==> src/rtl/sram_arb2.sv <==
// Two-master arbiter for one single-port SRAM: combinational grant, lockable round-robin priority.
// Latency: grant in the request cycle, read data one cycle later; a losing requester simply retries.
module sram_arb2 #(
    parameter int WD       = 128,
    parameter int DEPTH    = 64,
    parameter int WA       = $clog2(DEPTH),
    parameter int MAX_LOCK = 8
) (
    input  logic          clk,
    input  logic          rst,
    input  logic          m0_req,
    input  logic          m0_we,
    input  logic          m0_lock,
    input  logic [WA-1:0] m0_addr,
    input  logic [WD-1:0] m0_wdata,
    input  logic          m1_req,
    input  logic          m1_we,
    input  logic          m1_lock,
    input  logic [WA-1:0] m1_addr,
    input  logic [WD-1:0] m1_wdata,
    output logic          m0_gnt,
    output logic          m1_gnt,
    output logic          m0_rvalid,
    output logic          m1_rvalid,
    output logic [WD-1:0] rdata,
    output logic          mem_cs,
    output logic          mem_we,
    output logic [WA-1:0] mem_addr,
    output logic [WD-1:0] mem_din,
    input  logic [WD-1:0] mem_dout
);

    localparam int LW = $clog2(MAX_LOCK + 1);

    logic          prio;
    logic [LW-1:0] lcnt;
    logic          rv0_q;
    logic          rv1_q;
    logic          own_lock;
    logic          keep;

    assign m0_gnt = !rst && m0_req && (!m1_req || !prio);
    assign m1_gnt = !rst && m1_req && (!m0_req ||  prio);

    assign mem_cs   = m0_gnt || m1_gnt;
    assign mem_we   = m1_gnt ? m1_we    : (m0_gnt && m0_we);
    assign mem_addr = m1_gnt ? m1_addr  : m0_addr;
    assign mem_din  = m1_gnt ? m1_wdata : m0_wdata;

    // Reset also masks a read already in flight so it never surfaces.
    assign m0_rvalid = rv0_q && !rst;
    assign m1_rvalid = rv1_q && !rst;
    assign rdata     = mem_dout;

    assign own_lock = m1_gnt ? m1_lock : m0_lock;
    assign keep     = own_lock && (lcnt < LW'(MAX_LOCK - 1));

    always_ff @(posedge clk) begin
        if (rst) begin
            prio  <= 1'b0;
            lcnt  <= '0;
            rv0_q <= 1'b0;
            rv1_q <= 1'b0;
        end else begin
            rv0_q <= m0_gnt && !m0_we;
            rv1_q <= m1_gnt && !m1_we;
            if (mem_cs) begin
                if (keep) begin
                    prio <= m1_gnt;
                    lcnt <= lcnt + 1'b1;
                end else begin
                    prio <= !m1_gnt;
                    lcnt <= '0;
                end
            end
        end
    end

endmodule
==> config.mk <==
export PLATFORM = sky130hd
export DESIGN_NAME = sram_arb2
export DESIGN_NICKNAME = d
export VERILOG_FILES = /design/src/rtl/sram_arb2.sv
export SDC_FILE = /design/constraint.sdc
export NUM_CORES = 1
export LEC_CHECK = 0
export BUFFER_PORTS_ARGS = -buffer_cell sky130_fd_sc_hd__buf_2
export CAP_MARGIN = 20
export CELL_PAD_IN_SITES_DETAIL_PLACEMENT = 1
export CELL_PAD_IN_SITES_GLOBAL_PLACEMENT = 2
export CORE_AREA = 2 2 259 261
export DETAILED_ROUTE_END_ITERATION = 10
export DIE_AREA = 0 0 261 263
export PLACE_DENSITY = 0.57
export SLEW_MARGIN = 20
export SYNTH_ARGS = -nofsm -noshare
export SYNTH_HDL_FRONTEND = slang
export SYNTH_SLANG_ARGS = --single-unit
export TNS_END_PERCENT = 20
==> constraint.sdc <==
create_clock -name clk -period 1.55 [get_ports clk]
set_clock_uncertainty 0.15 [all_clocks]
set_input_delay 0.155 -clock clk [delete_from_list [all_inputs] [get_ports clk]]
set_output_delay 0.155 -clock clk [all_outputs]
set_load 0.02 [all_outputs]
======== Word-level counts from Yosys, hierarchy flattened ========
Index checks and enable logic that the tools add are counted.
storage, ports and cells
  register bits after elaboration ......... 7
  latch bits .............................. 0
  RAM bits ................................ 0
  memory bits (read-only) ................. 0
  output and inout bits ................... 268
  memories kept ........................... 0
cells by class
  $add $sub $neg .......................... 1
  $mul .................................... 0
  div/mod/pow operators ................... 0
  magnitude comparators ................... 1
  eq/ne operators ......................... 0
  shift-type cells ........................ 0
  muxes and demuxes ....................... 6
  bitwise gates (word level) .............. 0
  reductions and logical operators ........ 20
operator list
  kind                 number
  $mux 128             1
  $logic_and 1x1->1    10
  $logic_not 1->1      7
  $mux 6               1
  $add 4x1->4 const B  1
  $lt 4x3->1 const B   1
  $mux 4               1
  $logic_or 1x1->1     3
  $mux 1               3

======== Logic depth before layout (Yosys ltp) ========
Gate-level depths: netlist of run 1.
  depth in word-level cells ............... 6
  depth in mapped cells ................... 6
  mapped depth without buffers ............ 5

======== Worst setup path after synthesis of run 1 ========
No wires, ideal clock.
  kind .................................... register -> output
  start ................................... reg prio
  end ..................................... out mem_we
  arrival time ............................ 1.257 ns
  slack ................................... -0.012 ns
  cell stages (with the launch flop) ...... 7
  path buffers ............................ 2
  cell sequence ........................... dfxtp_1 > nand2b_2 > nand3b_4 > buf_8 > buf_8 > mux2i_1 > nor2_1
on the way
  longest elaborated chain between the ends .. 5
RTL lines
  item                      line  text
  start: declaration        35    logic prio;
  start signal: assignment  69    prio <= m1_gnt;
  start signal: assignment  72    prio <= !m1_gnt;
  $logic_not 1->1           42    assign m0_gnt = !rst && m0_req && (!m1_req || !prio);
  $logic_or 1x1->1          42
  $logic_and 1x1->1         42
  $logic_and 1x1->1         46    assign mem_we = m1_gnt ? m1_we : (m0_gnt && m0_we);
  $mux 1 (*)                46
  end: declaration          27    output logic mem_we,
Mark *: on every way between the ends. The rest lies on a longest branch, timed or not.

======== Worst setup path after layout of run 1 ========
  start ................................... reg prio
  end ..................................... out mem_din[91]
on the way
  longest elaborated chain between the ends .. 3
RTL lines
  item               line  text
  $logic_or 1x1->1   43    assign m1_gnt = !rst && m1_req && (!m0_req || prio);
  $logic_and 1x1->1  43
  $mux 128           48    assign mem_din = m1_gnt ? m1_wdata : m0_wdata;
  end: declaration   29    output logic [WD-1:0] mem_din,
Every way passes these cells.

==> flow_summary_export.csv, run 1 <==
group,metric,value,unit
worst_setup_path,crit_path_start_kind,"flip-flop",
worst_setup_path,timing.critical_path.buf_inv,3,
detailed_routing,route.vias.total,3750,
hold_path,start_point_of_the_worst_min_delay_path,"rst",
floorplan,die_area,68600,sq um
sta,worst_pin_slew,0.315,ns
global_route,global_route_wire_length_before_repair,26.4,mm
sta,worst_setup_slack_after_layout,-0.431,ns
clock_tree,clock_insertion_delay_worst_skew,0.23,ns
floorplan,num_rows,94,
hold_path,worst_hold_path_type,"input port to flip-flop",
clock_tree,clk_path_buf_depth,2,
worst_setup_path,critical-path-max-stage-delay,0.33,ns
job,maxCapViolCount,0,
place,buffer_ports.inserted,415,
synth,yosys.cell_types.count,28,
synth,ys_ff_latch,7,
synth,yosys_warnings,0,
run_status,failed_checks,"negative setup slack",
worst_setup_path,worstPathMaxFanout,11,
synth,synth_edf_count,0,
pwr,total_leakage_power,3.33,nW
clock_tree,cts.htree.levels,1,
sta,max-slew-margin-rel,78.8,%
floorplan,starting_density_of_the_core,5.49,%
run_status,status,"finished with violations",
place,dp_cell_count,1486,
global_route,grt_start_max_net_pins,19,
sta,setup_total_negative_slack,-52.03,ns
place,dpl.hpwl,18.4,mm
detailed_routing,detail_route.iter0.violations,57,
global_route,grt_usage,5.27,%
finish,post_route_cells_drive_above_1_share,94.0,%
clock_tree,cts.sink_count,7,
pwr,post-layout-total-power,2.53,mW
clock_tree,tritoncts,"built",
detailed_routing,postRouteAntennaNets,0,
detailed_routing,routed_wl,20.5,mm
floorplan,boundaryPins,672,
detailed_routing,firstDrtPassIters,4,
worst_setup_path,cell_breakdown_of_the_critical_path,"nand2b_4, nand3b_4, buf_12, buf_6, mux2_4, buf_2",
synth,synth.yosys.seq_area_share,3.89,%
synth,synth_ff_type,"dfxtp_1",
worst_setup_path,critical_path.top_delay_family,"buffers and inverters",
worst_setup_path,slowest_stage,"mux2_4",
place,routabilityCongestion,0.670,
pwr,power.ir.vdd_worst,0.223,mV
floorplan,floorplan.die.width,261,um
sta,layout_worst_path_cycle_share,128,%
worst_setup_path,launching_instance_or_port_of_the_critical_path,"prio",
floorplan,die_boundary_height,263,um
synth,syn-instance-count,320,
sta,fmax,505,MHz
finish,area_overhead_of_the_layout_relative_to_synthesis,71.4,%
worst_setup_path,required_time_at_the_endpoint_of_the_critical_path,1.24,ns
sta,grt_setup_unrepaired,"true",
synth,syn_avg_cell_area,11.3,sq um
detailed_routing,drt_drc_violations_left,0,
clock_tree,cts_inserted_buffers,3,
finish,filler_cell_count,7869,
sta,timing_max_transition_violations_final,0,
finish,stdcell_count,1497,
clock_tree,worst_setup_hold_path_clk_slew,0.04,ns
global_route,grt_antenna_before_repair,6,
worst_setup_path,critical_setup_path_class,"flip-flop to output pin",
sta,layout_min_cycle_time,1.98,ns
global_route,number_of_global_route_vias_before_repair,4090,
clock_tree,ctsRootBufferMaster,"clkbuf_16",
finish,fin_nets,1038,
floorplan,core_area,65600,sq um
worst_setup_path,critical_path.endpoint_type,"output pin",
global_route,global_route.overflow_total,0,
detailed_routing,drt-vias-per-instance,2.51,
sta,final-hold-violation-count,0,
sta,final_report_setup_violation_count,140,
synth,post_synthesis_net_count,725,
detailed_routing,post_drt_wl_per_cell,13.7,um
synth,async_flop_share,0,%
worst_setup_path,critical_path_arrival,1.68,ns
worst_setup_path,r2r-start,"prio",
synth,area_of_the_mapped_netlist,3600,sq um
pwr,power.density,410,nW/um^2
## final timing paths
check	end	slack [ns]	depth (start not counted)
setup reg to reg	lcnt[2]	-0.15	5
hold reg to reg	lcnt[3]	0.32	2
hold / removal	lcnt[2]	0.1	3
setup / recovery	mem_din[91]	-0.43	6
## worst reg2reg max path, cell delays in order, from the launching register on
cell and delay (ns):
dfxtp_2 0.31, nand2b_4 0.14, nand3b_4 0.11, buf_4 0.27
mux2_4 0.37, a221oi_2 0.26
## cell families after synthesis
family	after synthesis	synth area share (%)
flip-flops	7	3.89
multiplexers	136	55.8
AND/OR/NAND/NOR	22	3.61
adder cells (fa/ha/maj)	1	0.347
buffers and inverters	146	34.8
AO/OA/AOI/OAI	8	1.56
## power by group
part / internal, mW / switching [mW]
sequential: 0.189 / 0.00360
combinational: 1.01 / 0.883
clock: 0.342 / 0.0978
total: 1.54 / 0.985
## sequential cells by signal (all words and copies together) (netlist names)
signal,count
rv1_q,1
rv0_q,1
lcnt,4
prio,1
## per-stage QoR
step	setup slack (ns)	cell area, sq um	utilization [%]	hold WS, ns
after CTS	-0.467	6000	9.14	0.100
after detailed placement	-0.265	5800	8.84	0.160
after global routing	-0.503	6170	9.41	0.109
after global placement	-0.270	5800	8.84	0.160
final	-0.431	6170	9.41	0.0998
after floorplan	0.00495	3610	-	0.0712
## layout by cell type, fill, tap and decap left out, types with 3 or more instances in the layout
| cell type | instances |
|---|---|
| dfxtp_1 | 6 |
| nor2_1 | 3 |
| o21ai_0 | 3 |
| mux2_4 | 128 |
| buf_6 | 36 |
| buf_4 | 28 |
| mux2_2 | 7 |
| clkbuf_16 | 3 |
| nand2_1 | 7 |
| buf_2 | 381 |
## cells in the mapped netlist (2+ instances only)
cell	n	area, sq um
buf_12	11	220
buf_4	128	961
buf_8	4	60.1
dfxtp_1	7	140
inv_1	2	7.51
mux2_2	7	78.8
mux2_4	128	1920
nand2_1	7	26.3
nor2_1	4	15.0
nor2b_1	2	12.5
o21ai_0	3	15.0
## layer usage
| metal | vias up | track usage, % | part of all wire (%) |
|---|---|---|---|
| li1 | 1600 | - | - |
| met1 | 1652 | 4.70 | 31 |
| met2 | 472 | 9.79 | 49 |
| met3 | 22 | 3.07 | 18 |
| met4 | 4 | 1.46 | 1.9 |
| met5 | - | 1.21 | 0.51 |
## layout make-up
cell class / instances / area, sq um / share of cell area [%]
diodes: 1 / 2.50 / 0.0405
clock buffers: 4 / 78.8 / 1.28
inverters: 3 / 11.3 / 0.182
multi-input cells: 167 / 2220 / 36.0
flip-flops and latches: 7 / 141 / 2.29
well taps: 864 / 1080 / 17.5
repair buffers: 451 / 2640 / 42.7
## what timing repair did
action | CTS | global route
setup endpoints to repair | 141 | 141
gates resized for setup | 25 | 49
cloned | 0 | 0
hold buffers | 2 | 0
setup buffers | 2 | 2
endpoints found under the hold margin | 2 | 0
pin swaps | 0 | 1
No activity file was read; power rests on OpenSTA's default activity.
==> inputs of run 2 (changes only) <==
--- a/config.mk
+++ b/config.mk
@@ -13,7 +13,6 @@
 export DETAILED_ROUTE_END_ITERATION = 10
 export DIE_AREA = 0 0 261 263
 export PLACE_DENSITY = 0.57
-export SLEW_MARGIN = 20
 export SYNTH_ARGS = -nofsm -noshare
 export SYNTH_HDL_FRONTEND = slang
 export SYNTH_SLANG_ARGS = --single-unit
==> constraint.sdc (replaced) <==
create_clock -name clk -period 1.6 [get_ports clk]
set_clock_uncertainty 0.15 [all_clocks]
set_input_delay 0.16 -clock clk [delete_from_list [all_inputs] [get_ports clk]]
set_output_delay 0.16 -clock clk [all_outputs]
set_load 0.02 [all_outputs]
==> run 2 against run 1 <==
  * The run still ends with negative setup slack left
  * Largest cell class unchanged
  * Register-to-register slack hardly changed
  * Non-clock buffer count grew 11
  * Clock power hardly changed
==> flow_summary_export.csv, run 2 (synthesis gave the netlist of run 1 again) <==
group,metric,value,unit
run_status,status,"finished with violations",
run_status,failed_checks,"negative setup slack",
detailed_routing,detail_route.iter0.violations,50,
sta,setup_total_negative_slack,-56.53,ns
sta,timing_max_transition_violations_final,0,
pwr,power.density,402,nW/um^2
detailed_routing,drt_drc_violations_left,0,
detailed_routing,post_drt_wl_per_cell,15.4,um
sta,max-slew-margin-rel,83.9,%
job,maxCapViolCount,0,
clock_tree,ctsRootBufferMaster,"clkbuf_16",
detailed_routing,route.vias.total,3740,
detailed_routing,postRouteAntennaNets,0,
clock_tree,clk_path_buf_depth,2,
floorplan,core_area,65600,sq um
sta,final_report_setup_violation_count,140,
clock_tree,cts.htree.levels,1,
sta,layout_min_cycle_time,2.06,ns
clock_tree,tritoncts,"built",
pwr,power.ir.vdd_worst,0.259,mV
global_route,grt_antenna_before_repair,6,
sta,worst_hold_slack,0.118,ns
sta,grt_setup_unrepaired,"true",
finish,fin_nets,1049,
sta,final-hold-violation-count,0,
detailed_routing,routed_wl,23.2,mm
worst_setup_path,critical_setup_path_class,"flip-flop to output pin",
hold_path,worst_hold_path_type,"input port to flip-flop",
worst_setup_path,crit_path_start_kind,"flip-flop",
detailed_routing,firstDrtPassIters,3,
clock_tree,worst_setup_hold_path_clk_slew,0.04,ns
place,buffer_ports.inserted,415,
place,routabilityCongestion,0.728,
worst_setup_path,critical_path_arrival,1.75,ns
sta,layout_worst_path_cycle_share,129,%
finish,largest-register,"lcnt",
floorplan,die_area,68600,sq um
finish,post_route_cells_drive_above_1_share,94.2,%
global_route,global_route_wire_length_before_repair,28.0,mm
floorplan,num_rows,94,
global_route,global_route.overflow_total,0,
global_route,number_of_global_route_vias_before_repair,4101,
pwr,total_leakage_power,3.58,nW
floorplan,boundaryPins,672,
worst_setup_path,worstPathMaxFanout,9,
global_route,grt_usage,5.78,%
finish,commonest_non_fill_non_tap_cells_in_the_layout,"338 x buf_2, 128 x mux2_4, 75 x buf_6",
place,dpl.hpwl,20.0,mm
finish,largest_reg_flops,4,
global_route,grt_start_max_net_pins,17,
worst_setup_path,required_time_at_the_endpoint_of_the_critical_path,1.29,ns
clock_tree,clock_insertion_delay_worst_skew,0.24,ns
sta,fmax,485,MHz
clock_tree,cts.sink_count,7,
finish,layout_commonest_cell,"buf_2",
worst_setup_path,critical_path.endpoint_type,"output pin",
floorplan,floorplan.die.width,261,um
clock_tree,cts_inserted_buffers,3,
floorplan,die_boundary_height,263,um
floorplan,starting_density_of_the_core,5.49,%
sta,worst_pin_slew,0.240,ns
sta,worst_setup_slack_after_layout,-0.460,ns
finish,area_overhead_of_the_layout_relative_to_synthesis,87.8,%
detailed_routing,drt-vias-per-instance,2.48,
-- run 2: area by class of cell --
cell class              count  area [sq um]
diodes                      1          2.50
fillers                  7829         58900
well taps                 864          1080
repair buffers            462          3220
flip-flops and latches      7           141
multi-input cells         167          2230
inverters                   3          11.3
clock buffers               4          78.8
-- run 2: metrics by stage --
step	setup WS, ns	cell area (sq um)	cells	power (mW)	utilization, %
after floorplan	0.0331	3600	320	1.68	-
after global placement	-0.354	5880	1487	2.00	8.95
after CTS	-0.505	6340	1500	2.62	9.67
after global routing	-0.528	6760	1508	2.88	10.3
final	-0.460	6760	1508	2.72	10.3
after detailed placement	-0.361	5880	1487	2.01	8.95
-- run 2: routing by layer --
metal,part of all wire [%],vias up,GRT usage (%)
met2,43,493,9.36
met4,0.90,8,0.845
met1,37,1597,6.10
li1,-,1621,-
met5,0.49,-,1.07
met3,19,21,4.15
-- run 2: worst max-delay path, stage by stage (launching register included) --
cell and delay (ns):
dfxtp_2 0.32, nand2b_4 0.15, nand3b_4 0.08, buf_12 0.17
buf_12 0.16, clkbuf_16 0.17, mux2_4 0.29, buf_2 0.16
-- run 2: worst paths after layout --
path                                     to  cells past startpoint  startpoint  slack (ns)
worst min register to register      lcnt[3]                      2     lcnt[3]        0.34
worst max-delay path            mem_din[58]                      7        prio       -0.46
worst max register to register      lcnt[2]                      6        prio       -0.14
worst min-delay path                   prio                      3         rst        0.12
-- run 2: timing repair --
item                                   CTS  global route
setup endpoints to repair              140           141
hold buffers                             2             0
gates resized for setup                 91            79
gates cloned                             2             5
pin swaps                                1             1
endpoints found under the hold margin    2             0
setup buffers                            5             2
-- run 2: report_power, final --
part	switching (mW)	total, mW	internal (mW)
Clock	0.106	0.439	0.333
Sequential	0.00385	0.187	0.183
Combinational	0.933	2.09	1.16
Total	1.04	2.72	1.67
